===== config.mk =====
export PLATFORM = sky130hd
export DESIGN_NAME = inst_bus_arbiter
export DESIGN_NICKNAME = d
export VERILOG_FILES = /design/src/rtl/inst_bus_arbiter_pkg.sv /design/src/rtl/inst_bus_arbiter.sv
export SDC_FILE = /design/constraint.sdc
export NUM_CORES = 1
export LEC_CHECK = 0
export BUFFER_PORTS_ARGS = -buffer_cell sky130_fd_sc_hd__buf_4
export CORE_AREA = 5 5 100 102
export CTS_CLUSTER_DIAMETER = 120
export DETAILED_ROUTE_END_ITERATION = 7
export DIE_AREA = 0 0 105 107
export PLACE_DENSITY = 0.62
export SLEW_MARGIN = 20
export SYNTH_ARGS = -nofsm -noshare
export SYNTH_HDL_FRONTEND = slang
export SYNTH_SLANG_ARGS = --single-unit

===== constraint.sdc =====
create_clock -name clk -period 3.8 [get_ports clk]
set_input_delay 0.76 -clock clk [delete_from_list [all_inputs] [get_ports clk]]
set_output_delay 0.76 -clock clk [all_outputs]
set_load 0.05 [all_outputs]

===== src/rtl/inst_bus_arbiter_pkg.sv =====
// Shared defines for the instruction-bus arbiter: bus widths, constants
// and the response-owner encoding.
package inst_bus_arbiter_pkg;

   localparam int unsigned InstAddrBus  = 32;
   localparam int unsigned InstBus      = 32;
   localparam logic [31:0] ZeroWord     = 32'h0000_0000;
   localparam logic        ChipEnable   = 1'b1;
   localparam logic        ChipDisable  = 1'b0;
   localparam logic        RstEnable    = 1'b1;
   localparam int unsigned DbgStarveLim = 4;

   typedef enum logic [1:0] {
      RspNone = 2'b00,
      RspIf   = 2'b01,
      RspDbg  = 2'b10
   } rsp_owner_e;

endpackage


===== src/rtl/inst_bus_arbiter.sv =====
// Arbitrates the single-ported instruction memory between the fetch path
// (default priority) and the debug/loader port, with starvation protection.
module inst_bus_arbiter
   import inst_bus_arbiter_pkg::*;
#(
   parameter int unsigned ADDR_W     = InstAddrBus,
   parameter int unsigned DATA_W     = InstBus,
   parameter int unsigned STARVE_LIM = DbgStarveLim
) (
   input  logic              clk,
   input  logic              rst,
   input  logic              if_ce,
   input  logic [ADDR_W-1:0] if_addr,
   output logic [DATA_W-1:0] if_inst,
   output logic              if_valid,
   output logic              stallreq_if,
   input  logic              dbg_req,
   input  logic              dbg_we,
   input  logic [ADDR_W-1:0] dbg_addr,
   input  logic [DATA_W-1:0] dbg_wdata,
   output logic              dbg_gnt,
   output logic [DATA_W-1:0] dbg_rdata,
   output logic              dbg_rvalid,
   output logic              mem_ce,
   output logic              mem_we,
   output logic [ADDR_W-1:0] mem_addr,
   output logic [DATA_W-1:0] mem_wdata,
   input  logic [DATA_W-1:0] mem_rdata
);

   localparam int unsigned CntW = $clog2(STARVE_LIM + 1);

   logic [CntW-1:0] starve_cnt_q, starve_cnt_d;
   rsp_owner_e      rsp_owner_q, rsp_owner_d;
   logic            grant_dbg, grant_if;

   always_comb begin
      grant_dbg   = 1'b0;
      grant_if    = 1'b0;
      if (rst != RstEnable) begin
         grant_dbg = dbg_req & (~if_ce | (starve_cnt_q == CntW'(STARVE_LIM)));
         grant_if  = if_ce & ~grant_dbg;
      end
      dbg_gnt     = grant_dbg;
      // Held low during reset so ctrl does not see a stall from a dead bus.
      stallreq_if = (rst != RstEnable) & if_ce & ~grant_if;
   end

   always_comb begin
      mem_ce    = ChipDisable;
      mem_we    = 1'b0;
      mem_addr  = '0;
      mem_wdata = '0;
      if (grant_if) begin
         mem_ce   = ChipEnable;
         mem_addr = if_addr;
      end else if (grant_dbg) begin
         mem_ce    = ChipEnable;
         mem_we    = dbg_we;
         mem_addr  = dbg_addr;
         mem_wdata = dbg_wdata;
      end
   end

   always_comb begin
      starve_cnt_d = starve_cnt_q;
      if (grant_dbg || !dbg_req) begin
         starve_cnt_d = '0;
      end else if (starve_cnt_q != CntW'(STARVE_LIM)) begin
         starve_cnt_d = starve_cnt_q + 1'b1;
      end

      rsp_owner_d = RspNone;
      if (grant_if) begin
         rsp_owner_d = RspIf;
      end else if (grant_dbg && !dbg_we) begin
         rsp_owner_d = RspDbg;
      end
   end

   always_ff @(posedge clk or posedge rst) begin
      if (rst) begin
         starve_cnt_q <= '0;
         rsp_owner_q  <= RspNone;
      end else begin
         starve_cnt_q <= starve_cnt_d;
         rsp_owner_q  <= rsp_owner_d;
      end
   end

   always_comb begin
      if_valid   = (rsp_owner_q == RspIf);
      dbg_rvalid = (rsp_owner_q == RspDbg);
      if_inst    = if_valid ? mem_rdata : '0;
      dbg_rdata  = dbg_rvalid ? mem_rdata : '0;
   end

endmodule


==> qor.yml, run 1 <==
run_status:
  status: "completed"
route:
  viasPerCell: 4.075
  postRouteAntennaNets: 0
  firstDrtPassIters: 4
  totalWireLength_mm: 7.776
  drc: 0
  first_iter_violations: 76
  wl_per_cell_um: 14.19
  num_vias: 2233
critical_path:
  worstSetupEndpointType: "output port"
  worstPathMaxFanout: 45
  cp-start-kind: "flip-flop"
  arrival_ns: 2.11
  cp_data_required_time_ns: 3.04
  path_class: "flip-flop to output port"
job:
  max_cap_viol_count: 0
global_routing:
  gr-usage-all-layers_pct: 12.47
  antenna_found_initial: 0
  overflow: 0
  grt_max_degree: 46
  grt_pass1_wl_mm: 11.72
  first_global_vias: 2411
floorplan:
  die_h_um: 107
  core_area_mm2: 0.009021
  start_util_pct: 14.36
  ios: 267
  rows: 35
  die_w_um: 105
  die_area_mm2: 0.01124
cts:
  clkTransAtPathRegs_ns: 0.03
  hold_buffers: 0
  cts_inserted_buffers: 3
  clock-sinks: 5
  root_buffer: "clkbuf_8"
  cts_max_level: 1
  postCtsSetupBuffers: 0
  cts_tree: "built"
  clockBufferDepth: 2
  clock_latency_ns: 0.22
  cts_resized: 0
place:
  io_buffers: 266
  place_inst: 544
  placed_area_mm2: 0.003363
  dp_hpwl_mm: 6.971
  gp_congestion: 0.7700
  dpl_worst_slack_ns: 1.020
sta:
  fin_crit_sh_pct: 75.41
  fmax_ghz: 0.3490
  hold_viol_final: 0
  finClkSkew_ns: 0.0001650
  fin_crit_ns: 2.865
  fin_tns_setup_ns: 0
  worst_pin_slew_ns: 0.3604
  setup_slack_ns: 0.9345
  slew_violations: 0
  finalSetupViolations: 0
  slew_headroom_pct: 75.97
  rsz0062_at_grt: "no"
power_and_ir_drop:
  peakVddDrop_v: 0.00007311
  power_leakage_uw: 0.001930
  power.density_mw_per_mm2: 177.3
synthesis:
  netlist_area_mm2: 0.001295
  synth_top_cell_area_share_pct: 47.34
  netlist_instances: 179
  syn_nets: 314
  synth_top_area_cell: "and2_1"
  ys_ff_latch: 5
  yosys.cell_types.count: 22
  ys_top_cells_by_area: "and2_1 47%, a22o_1 22%, dfrtp_1 9.7%"
  ys_seq_area_share_pct: 9.662
  avgSynthCellArea_um2: 7.235
  yosysWarnings: 0
finish:
  nNetsFinal: 573
  stdcell_area_mm2: 0.003408
  nFillCells: 921
  instances_no_fill: 548
  antenna_cells: 0
  final_util_pct: 37.78
  synthToLayoutAreaGrowth_pct: 163.2
  drive_gt1_share_pct: 63.39
min_path:
  hold_path_class: "input pin to asynchronous set/reset pin"
[through the flow]
step,hold WS [ns],total power (uW)
floorplan,0.5307,317.3
global placement,0.5717,510.8
detailed placement,0.5691,514.3
CTS,0.4962,611.2
global route,0.5044,638.7
finish,0.4956,604.4
[layer usage]
layer | part of all wire [%] | vias up | track usage, %
met3 | 12 | 0 | 4.636
met5 | 0 | - | 0
met2 | 55 | 146 | 25.13
met4 | 0 | 0 | 1.187
li1 | - | 1114 | -
met1 | 33 | 973 | 12.39
[critical path, cell delays in order (launching register included)]
cell,delay [ns]
dfrtp_1,0.39
inv_1,0.09
ha_1,0.20
nand2_2,0.12
a211oi_4,0.28
buf_4,0.37
a22o_1,0.21
buf_4,0.20
[layout make-up]
type	instances	area, um^2	share of cell area (%)
repair buffers	271	2034	59.69
multi-input cells	153	1050	30.80
well taps	111	138.9	4.075
flip-flops and latches	5	125.1	3.671
clock buffers	4	45.04	1.322
inverters	4	15.01	0.4405
[cell usage after synthesis, drive strengths merged]
master  count
o21ai       1
buf         9
a22o       32
o211ai      2
a211oi      1
nor3        2
clkbuf      8
nor2b       2
and2       98
inv         4
and2b       1
nor2        3
nand3       2
nand2b      1
dfrtp       5
a21oi       4
nand2       2
ha          2
[state kept, by name, indices dropped and copies added (netlist names)]
signal        count
rsp_owner_q       2
starve_cnt_q      3
[worst paths after layout]
check	cells past startpoint	slack [ns]	endpoint	from
worst min register to register	2	0.57	starve_cnt_q[1]	starve_cnt_q[1]
min in group clk	2	0.57	starve_cnt_q[1]	starve_cnt_q[1]
worst max register to register	6	2.22	rsp_owner_q[1]	starve_cnt_q[0]
max in group asynchronous	2	3.14	starve_cnt_q[0]	rst
worst min-delay path	2	0.50	rsp_owner_q[0]	rst
worst max-delay path	7	0.93	mem_addr[9]	starve_cnt_q[0]
[power breakdown]
part / total [uW] / switching [uW] / leakage, uW / internal [uW]
registers: 58.5 / 2.04 / 0.0000668 / 56.4
logic: 451 / 265 / 0.00184 / 186
clock network: 95.3 / 23.5 / 0.0000228 / 71.8
[logic make-up (layout without fill, tap and decap cells)]
family	after synthesis	in the layout	synth area share [%]
buffers and inverters	21	279	9.274
adders and majority gates	2	2	1.932
DFF	5	5	9.662
and+or+nand+nor	111	111	52.56
AOI/OAI and AO/OA	40	40	26.57
[layout by cell type, fill, tap and decap left out, drive strengths merged]
cell	netlist	layout
a211oi	1	1
nor2	3	3
and2b	1	1
and2	98	98
buf	9	271
nand2	2	2
nand3	2	2
o211ai	2	2
dfrtp	5	5
nand2b	1	1
nor2b	2	2
o21ai	1	1
inv	4	4
ha	2	2
nor3	2	2
a22o	32	32
clkbuf	8	4
a21oi	4	4
Power figures use the tool's default switching activity.
==> run 2: changes to the inputs <==
Settings changed: CORE_AREA 5 5 100 102 to 5 5 102 104, DIE_AREA 0 0 105 107 to 0 0 107 109.
Clock period 3.8 ns to 2.5 ns, I/O delays scaled along.
==> qor.yml, run 2 (synthesis gave the netlist of run 1 again) <==
run_status:
  status: "completed"
critical_path:
  cp_slowest_cell: "dfrtp_1"
  max_stage_delay_ns: 0.39  # about the same
  arrival_ns: 1.93  # -0.18 ns
  worstSetupEndpointType: "output port"
  r2r-end: "rsp_owner_q[1]"
  path_buf_inv: 4  # +1
  r2r_cells: 6  # unchanged
  crit_family: "buffers and inverters"
  cp_data_required_time_ns: 2.00  # -1.04 ns
  worstPathMaxFanout: 33  # -27%
  cp-start-kind: "flip-flop"
  r2r_start: "starve_cnt_q[0]"
  crit_path_cell_trace: "inv_1, ha_2, nand2_2, a211oi_4, buf_4, buf_12, a22o_1, buf_6"
  path_class: "flip-flop to output port"
  reg2reg_slack_ns: 1.15  # -1.07 ns
finish:
  nFillCells: 932  # +1.2%
  final_common_cell: "buf_4"
  synthToLayoutAreaGrowth_pct: 181.6
  drive_gt1_share_pct: 64.17  # +0.79 points
  regMostFlops: "starve_cnt_q"
  antenna_cells: 0  # unchanged
  top_regs: "starve_cnt_q x3, rsp_owner_q x2"
  stdcell_area_mm2: 0.003647  # +7.0%
  largest_reg_flops: 3  # unchanged
  nNetsFinal: 577  # +0.70%
  instances_no_fill: 555  # +1.3%
  final_cell_mix: "233 x buf_4, 98 x and2_1, 37 x buf_6"
  final_util_pct: 38.56  # +0.78 points
global_routing:
  antenna_found_initial: 0  # unchanged
  grt_pass1_wl_mm: 10.76  # -8.2%
  first_global_vias: 2266  # -6.0%
  grt_max_degree: 66  # +43%
  gr-usage-all-layers_pct: 11.41  # -1.1 points
  overflow: 0  # unchanged
route:
  firstDrtPassIters: 4  # unchanged
  num_vias: 2282  # +2.2%
  viasPerCell: 4.112  # +0.91%
  wl_per_cell_um: 14.20  # about the same
  postRouteAntennaNets: 0  # unchanged
  first_iter_violations: 92  # +21%
  drc: 0  # unchanged
  totalWireLength_mm: 7.882  # +1.4%
floorplan:
  core_area_mm2: 0.009459  # +4.9%
  die_h_um: 109  # +1.9%
  rows: 36  # +2.9%
  die_area_mm2: 0.01166  # +3.8%
  ios: 267  # unchanged
  die_w_um: 107  # +1.9%
  start_util_pct: 13.69  # -0.66 points
sta:
  finalSetupViolations: 0  # unchanged
  slew_headroom_pct: 70.42  # -5.6 points
  fmax_ghz: 0.4119
  rsz0062_at_grt: "yes"
  hold_viol_final: 0  # unchanged
  slew_violations: 0  # unchanged
  fin_crit_ns: 2.428
  fin_crit_sh_pct: 97.12
  finClkSkew_ns: 0.0004318  # +0.0002668 ns
  worst_pin_slew_ns: 0.4428  # +0.08240 ns
power_and_ir_drop:
  p_clk_share_pct: 15.5  # -0.3 points
  p_sw_share_pct: 47.36  # -0.73 points
  power_leakage_uw: 0.002002  # +3.7%
  power.density_mw_per_mm2: 263.7  # +49%
  power_switching_uw: 455.5  # +57%
  p_int_uw: 506.3  # +61%
  peakVddDrop_v: 0.0001087  # +49%
  p_seq_share_pct: 9.2  # -0.5 points
  pwr-share-comb_pct: 75.3  # +0.7 points
cts:
  hold_buffers: 0  # unchanged
  cts_max_level: 1  # unchanged
  cts_inserted_buffers: 3  # unchanged
  clkTransAtPathRegs_ns: 0.04  # about the same
  root_buffer: "clkbuf_8"
  clock-sinks: 5  # unchanged
  clockBufferDepth: 2  # unchanged
  cts_tree: "built"
  clock_latency_ns: 0.22  # about the same
place:
  placed_area_mm2: 0.003405  # +1.2%
  io_buffers: 266  # unchanged
  place_inst: 547  # +0.55%
  dp_hpwl_mm: 6.599  # -5.3%
  gp_congestion: 0.7487  # -2.8%
min_path:
  hold_path_class: "input pin to asynchronous set/reset pin"
job:
  max_cap_viol_count: 0  # unchanged
-- run 2: worst max-delay path by stage --
stage	startpoint	to	slack, ns	depth (start not counted)
finish	starve_cnt_q[0]	mem_addr[27]	0.07	8
detailed placement	starve_cnt_q[0]	mem_addr[19]	0.26	7
CTS	starve_cnt_q[0]	mem_wdata[21]	0.02	7
global route	starve_cnt_q[0]	mem_addr[27]	-0.02	8
global placement	starve_cnt_q[0]	mem_wdata[21]	0.30	7
floorplan	rst	stallreq_if	0.14	3
-- run 2: per-stage QoR --
stage | power, uW | setup slack (ns) | setup TNS [ns] | hold slack [ns]
after floorplan | 482.2 | 0.1366 | 0 | 0.4388
after global placement | 781.4 | 0.2966 | 0 | 0.4693
after detailed placement | 784.2 | 0.2637 | 0 | 0.4633
after CTS | 938.5 | 0.02407 | 0 | 0.2277
after global routing | 1010 | -0.02391 | -0.2751 | 0.2495
final | 961.8 | 0.07201 | 0 | 0.2311
-- run 2: area by class of cell --
class	count	area [um^2]	area share, %
Clock inverter	1	5.005	0.1372
Multi-Input combinational cell	153	1052	28.85
Timing Repair Buffer	275	2266	62.13
Clock buffer	3	41.29	1.132
Sequential cell	5	125.1	3.431
Tap cell	114	142.6	3.911
Inverter	4	15.01	0.4117
-- run 2: power by group through the flow --
stage          sequential [uW]  clock [uW]  combinational [uW]
3_3_place_gp              89.5           0                 692
4_1_cts                   88.7         155                 695
3_5_place_dp              89.7           0                 694
6_report                  88.7         149                 724
5_1_grt                   88.9         159                 762
2_1_floorplan             89.1           0                 393
-- run 2: timing repair --
| item | 4_1_cts | 5_1_grt |
|---|---|---|
| hold endpoints to repair | 0 | 0 |
| resized for setup | 0 | 39 |
| setup endpoints to repair | 0 | 64 |
| setup buffers | 0 | 2 |
-- run 2: metal layers --
layer  vias up  share of wire (%)  track usage (%)
met5         -                  0                0
met4         0                1.3            3.379
met3         8                 13            5.269
met2       159                 54            22.21
met1       993                 31            10.58
li1       1122                  -                -
==> run 3: changes to the inputs <==
Clock period 2.5 ns to 2.19 ns, I/O delays scaled along.
==> qor.yml, run 3 (synthesis gave the netlist of run 1 again) <==
run_status:
  status: "finished, violations left"
  failed_checks: "negative setup slack"
cts:
  hold_buffers: 0  # unchanged
  clockBufferDepth: 2  # unchanged
  cts_inserted_buffers: 3  # unchanged
  cts_tree: "built"
  clkTransAtPathRegs_ns: 0.04  # about the same
  clock-sinks: 5  # unchanged
  cts_max_level: 1  # unchanged
  clock_latency_ns: 0.23  # about the same
  root_buffer: "clkbuf_8"
global_routing:
  grtUsageMet1_pct: 12.92  # +2.3 points
  grt_util_met3_pct: 5.210  # -0.059 points
  grt_pass1_wl_mm: 12.30  # +14%
  grt_max_degree: 34  # -48%
  gr-usage-all-layers_pct: 13.29  # +1.9 points
  overflow: 0  # unchanged
  first_global_vias: 2432  # +7.3%
  top_usage_layer: "met2"
  antenna_found_initial: 0  # unchanged
  use_met2_pct: 26.03  # +3.8 points
critical_path:
  cp_data_required_time_ns: 1.75  # -0.25 ns
  path_class: "flip-flop to output port"
  arrival_ns: 1.89  # -0.04 ns
  worstSetupEndpointType: "output port"
  cp-start-kind: "flip-flop"
  worstPathMaxFanout: 13  # -61%
sta:
  finalSetupViolations: 65  # +65
  fin_crit_sh_pct: 106.1
  slew_violations: 0  # unchanged
  finClkSkew_ns: 0.006401  # +0.005969 ns
  fin_crit_ns: 2.324
  setup_slack_ns: -0.1340  # -0.2060 ns
  slew_headroom_pct: 82.77  # +12 points
  rsz0062_at_grt: "yes"
  fmax_ghz: 0.4303
  worst_pin_slew_ns: 0.2576  # -0.1852 ns
  hold_viol_final: 0  # unchanged
  whs_ns: 0.1813  # -0.04978 ns
power_and_ir_drop:
  power_leakage_uw: 0.002179  # +8.9%
  pwr-share-comb_pct: 76.8  # +1.5 points
  p_clk_share_pct: 14.7  # -0.8 points
  power.density_mw_per_mm2: 291.1  # +10%
  p_int_uw: 643.5  # +27%
  peakVddDrop_v: 0.0001435  # +32%
  power_switching_uw: 553.1  # +21%
  p_seq_share_pct: 8.5  # -0.7 points
  p_sw_share_pct: 46.22  # -1.1 points
  finalPower_uw: 1197  # +24%
place:
  dpl_worst_slack_ns: 0.03184  # -0.2318 ns
  gp_congestion: 0.7831  # +4.6%
  dp_hpwl_mm: 7.084  # +7.3%
  io_buffers: 266  # unchanged
route:
  drc: 0  # unchanged
  viasPerCell: 4.184  # +1.8%
  wl_per_cell_um: 15.88  # +12%
  num_vias: 2364  # +3.6%
  totalWireLength_mm: 8.974  # +14%
  first_iter_violations: 92  # unchanged
  postRouteAntennaNets: 0  # unchanged
  firstDrtPassIters: 4  # unchanged
floorplan:
  rows: 36  # unchanged
  die_area_mm2: 0.01166  # unchanged
  die_h_um: 109  # unchanged
  core_area_mm2: 0.009459  # unchanged
  ios: 267  # unchanged
  start_util_pct: 13.69  # unchanged
  die_w_um: 107  # unchanged
finish:
  final_cell_mix: "208 x buf_4, 67 x and2_1, 40 x buf_6"
  final_util_pct: 43.45  # +4.9 points
  drive_gt1_share_pct: 72.28  # +8.1 points
  antenna_cells: 0  # unchanged
  synthToLayoutAreaGrowth_pct: 217.4
  nNetsFinal: 587  # +1.7%
  top_regs: "starve_cnt_q x3, rsp_owner_q x2"
  regMostFlops: "starve_cnt_q"
  final_common_cell: "buf_4"
  nFillCells: 917  # -1.6%
  largest_reg_flops: 3  # unchanged
min_path:
  hold_path_class: "input pin to asynchronous set/reset pin"
job:
  max_cap_viol_count: 0  # unchanged
run 3: critical path, stage by stage, from the launching register on:
cell	delay, ns
dfrtp_1	0.40
inv_2	0.08
ha_4	0.15
nand2_4	0.06
a211oi_4	0.28
buf_6	0.20
buf_16	0.14
a22o_1	0.16
buf_6	0.17
run 3: final timing paths:
kind | end | start | cells past startpoint | slack [ns]
setup / recovery | mem_addr[2] | starve_cnt_q[1] | 8 | -0.13
hold / removal | starve_cnt_q[0] | rst | 2 | 0.18
setup reg to reg | rsp_owner_q[1] | starve_cnt_q[1] | 7 | 0.72
hold reg to reg | starve_cnt_q[0] | starve_cnt_q[0] | 3 | 0.64
max in group asynchronous | rsp_owner_q[1] | rst | 2 | 1.82
min in group clk | starve_cnt_q[2] | dbg_req | 3 | 0.50
run 3: area by class of cell:
type / instances / area (um^2) / area share [%]
inverters: 4 / 15.01 / 0.3653
well taps: 114 / 142.6 / 3.470
clock buffers: 4 / 45.04 / 1.096
repair buffers: 285 / 2630 / 63.99
flip-flops and latches: 5 / 125.1 / 3.044
multi-input cells: 153 / 1152 / 28.04
run 3: what timing repair did:
action                                  in CTS  in global routing
resized for setup                           91                 47
endpoints found under the setup margin      66                 66
pin swaps                                   18                 11
gates cloned                                 3                  2
setup buffers                                3                  4
run 3: stage by stage:
stage / instance area [um^2] / setup TNS [ns] / cells
after floorplan: 1311 / 0 / 179
after global placement: 3423 / 0 / 549
after detailed placement: 3423 / 0 / 549
after CTS: 3886 / -3.822 / 559
after global routing: 4110 / -9.442 / 565
final: 4110 / -4.839 / 565
run 3: power by group through the flow:
| stage | combinational, uW | sequential [uW] | clock, uW |
|---|---|---|---|
| floorplan | 450 | 102 | 0 |
| global placement | 794 | 102 | 0 |
| detailed placement | 801 | 102 | 0 |
| CTS | 884 | 102 | 179 |
| global route | 963 | 102 | 183 |
| finish | 919 | 102 | 176 |
run 3: metal layers:
layer | up-vias | wire length, um
met5 | - | 0
met4 | 0 | 121
met3 | 8 | 1084
met2 | 161 | 4998
met1 | 1051 | 2769
li1 | 1144 | -
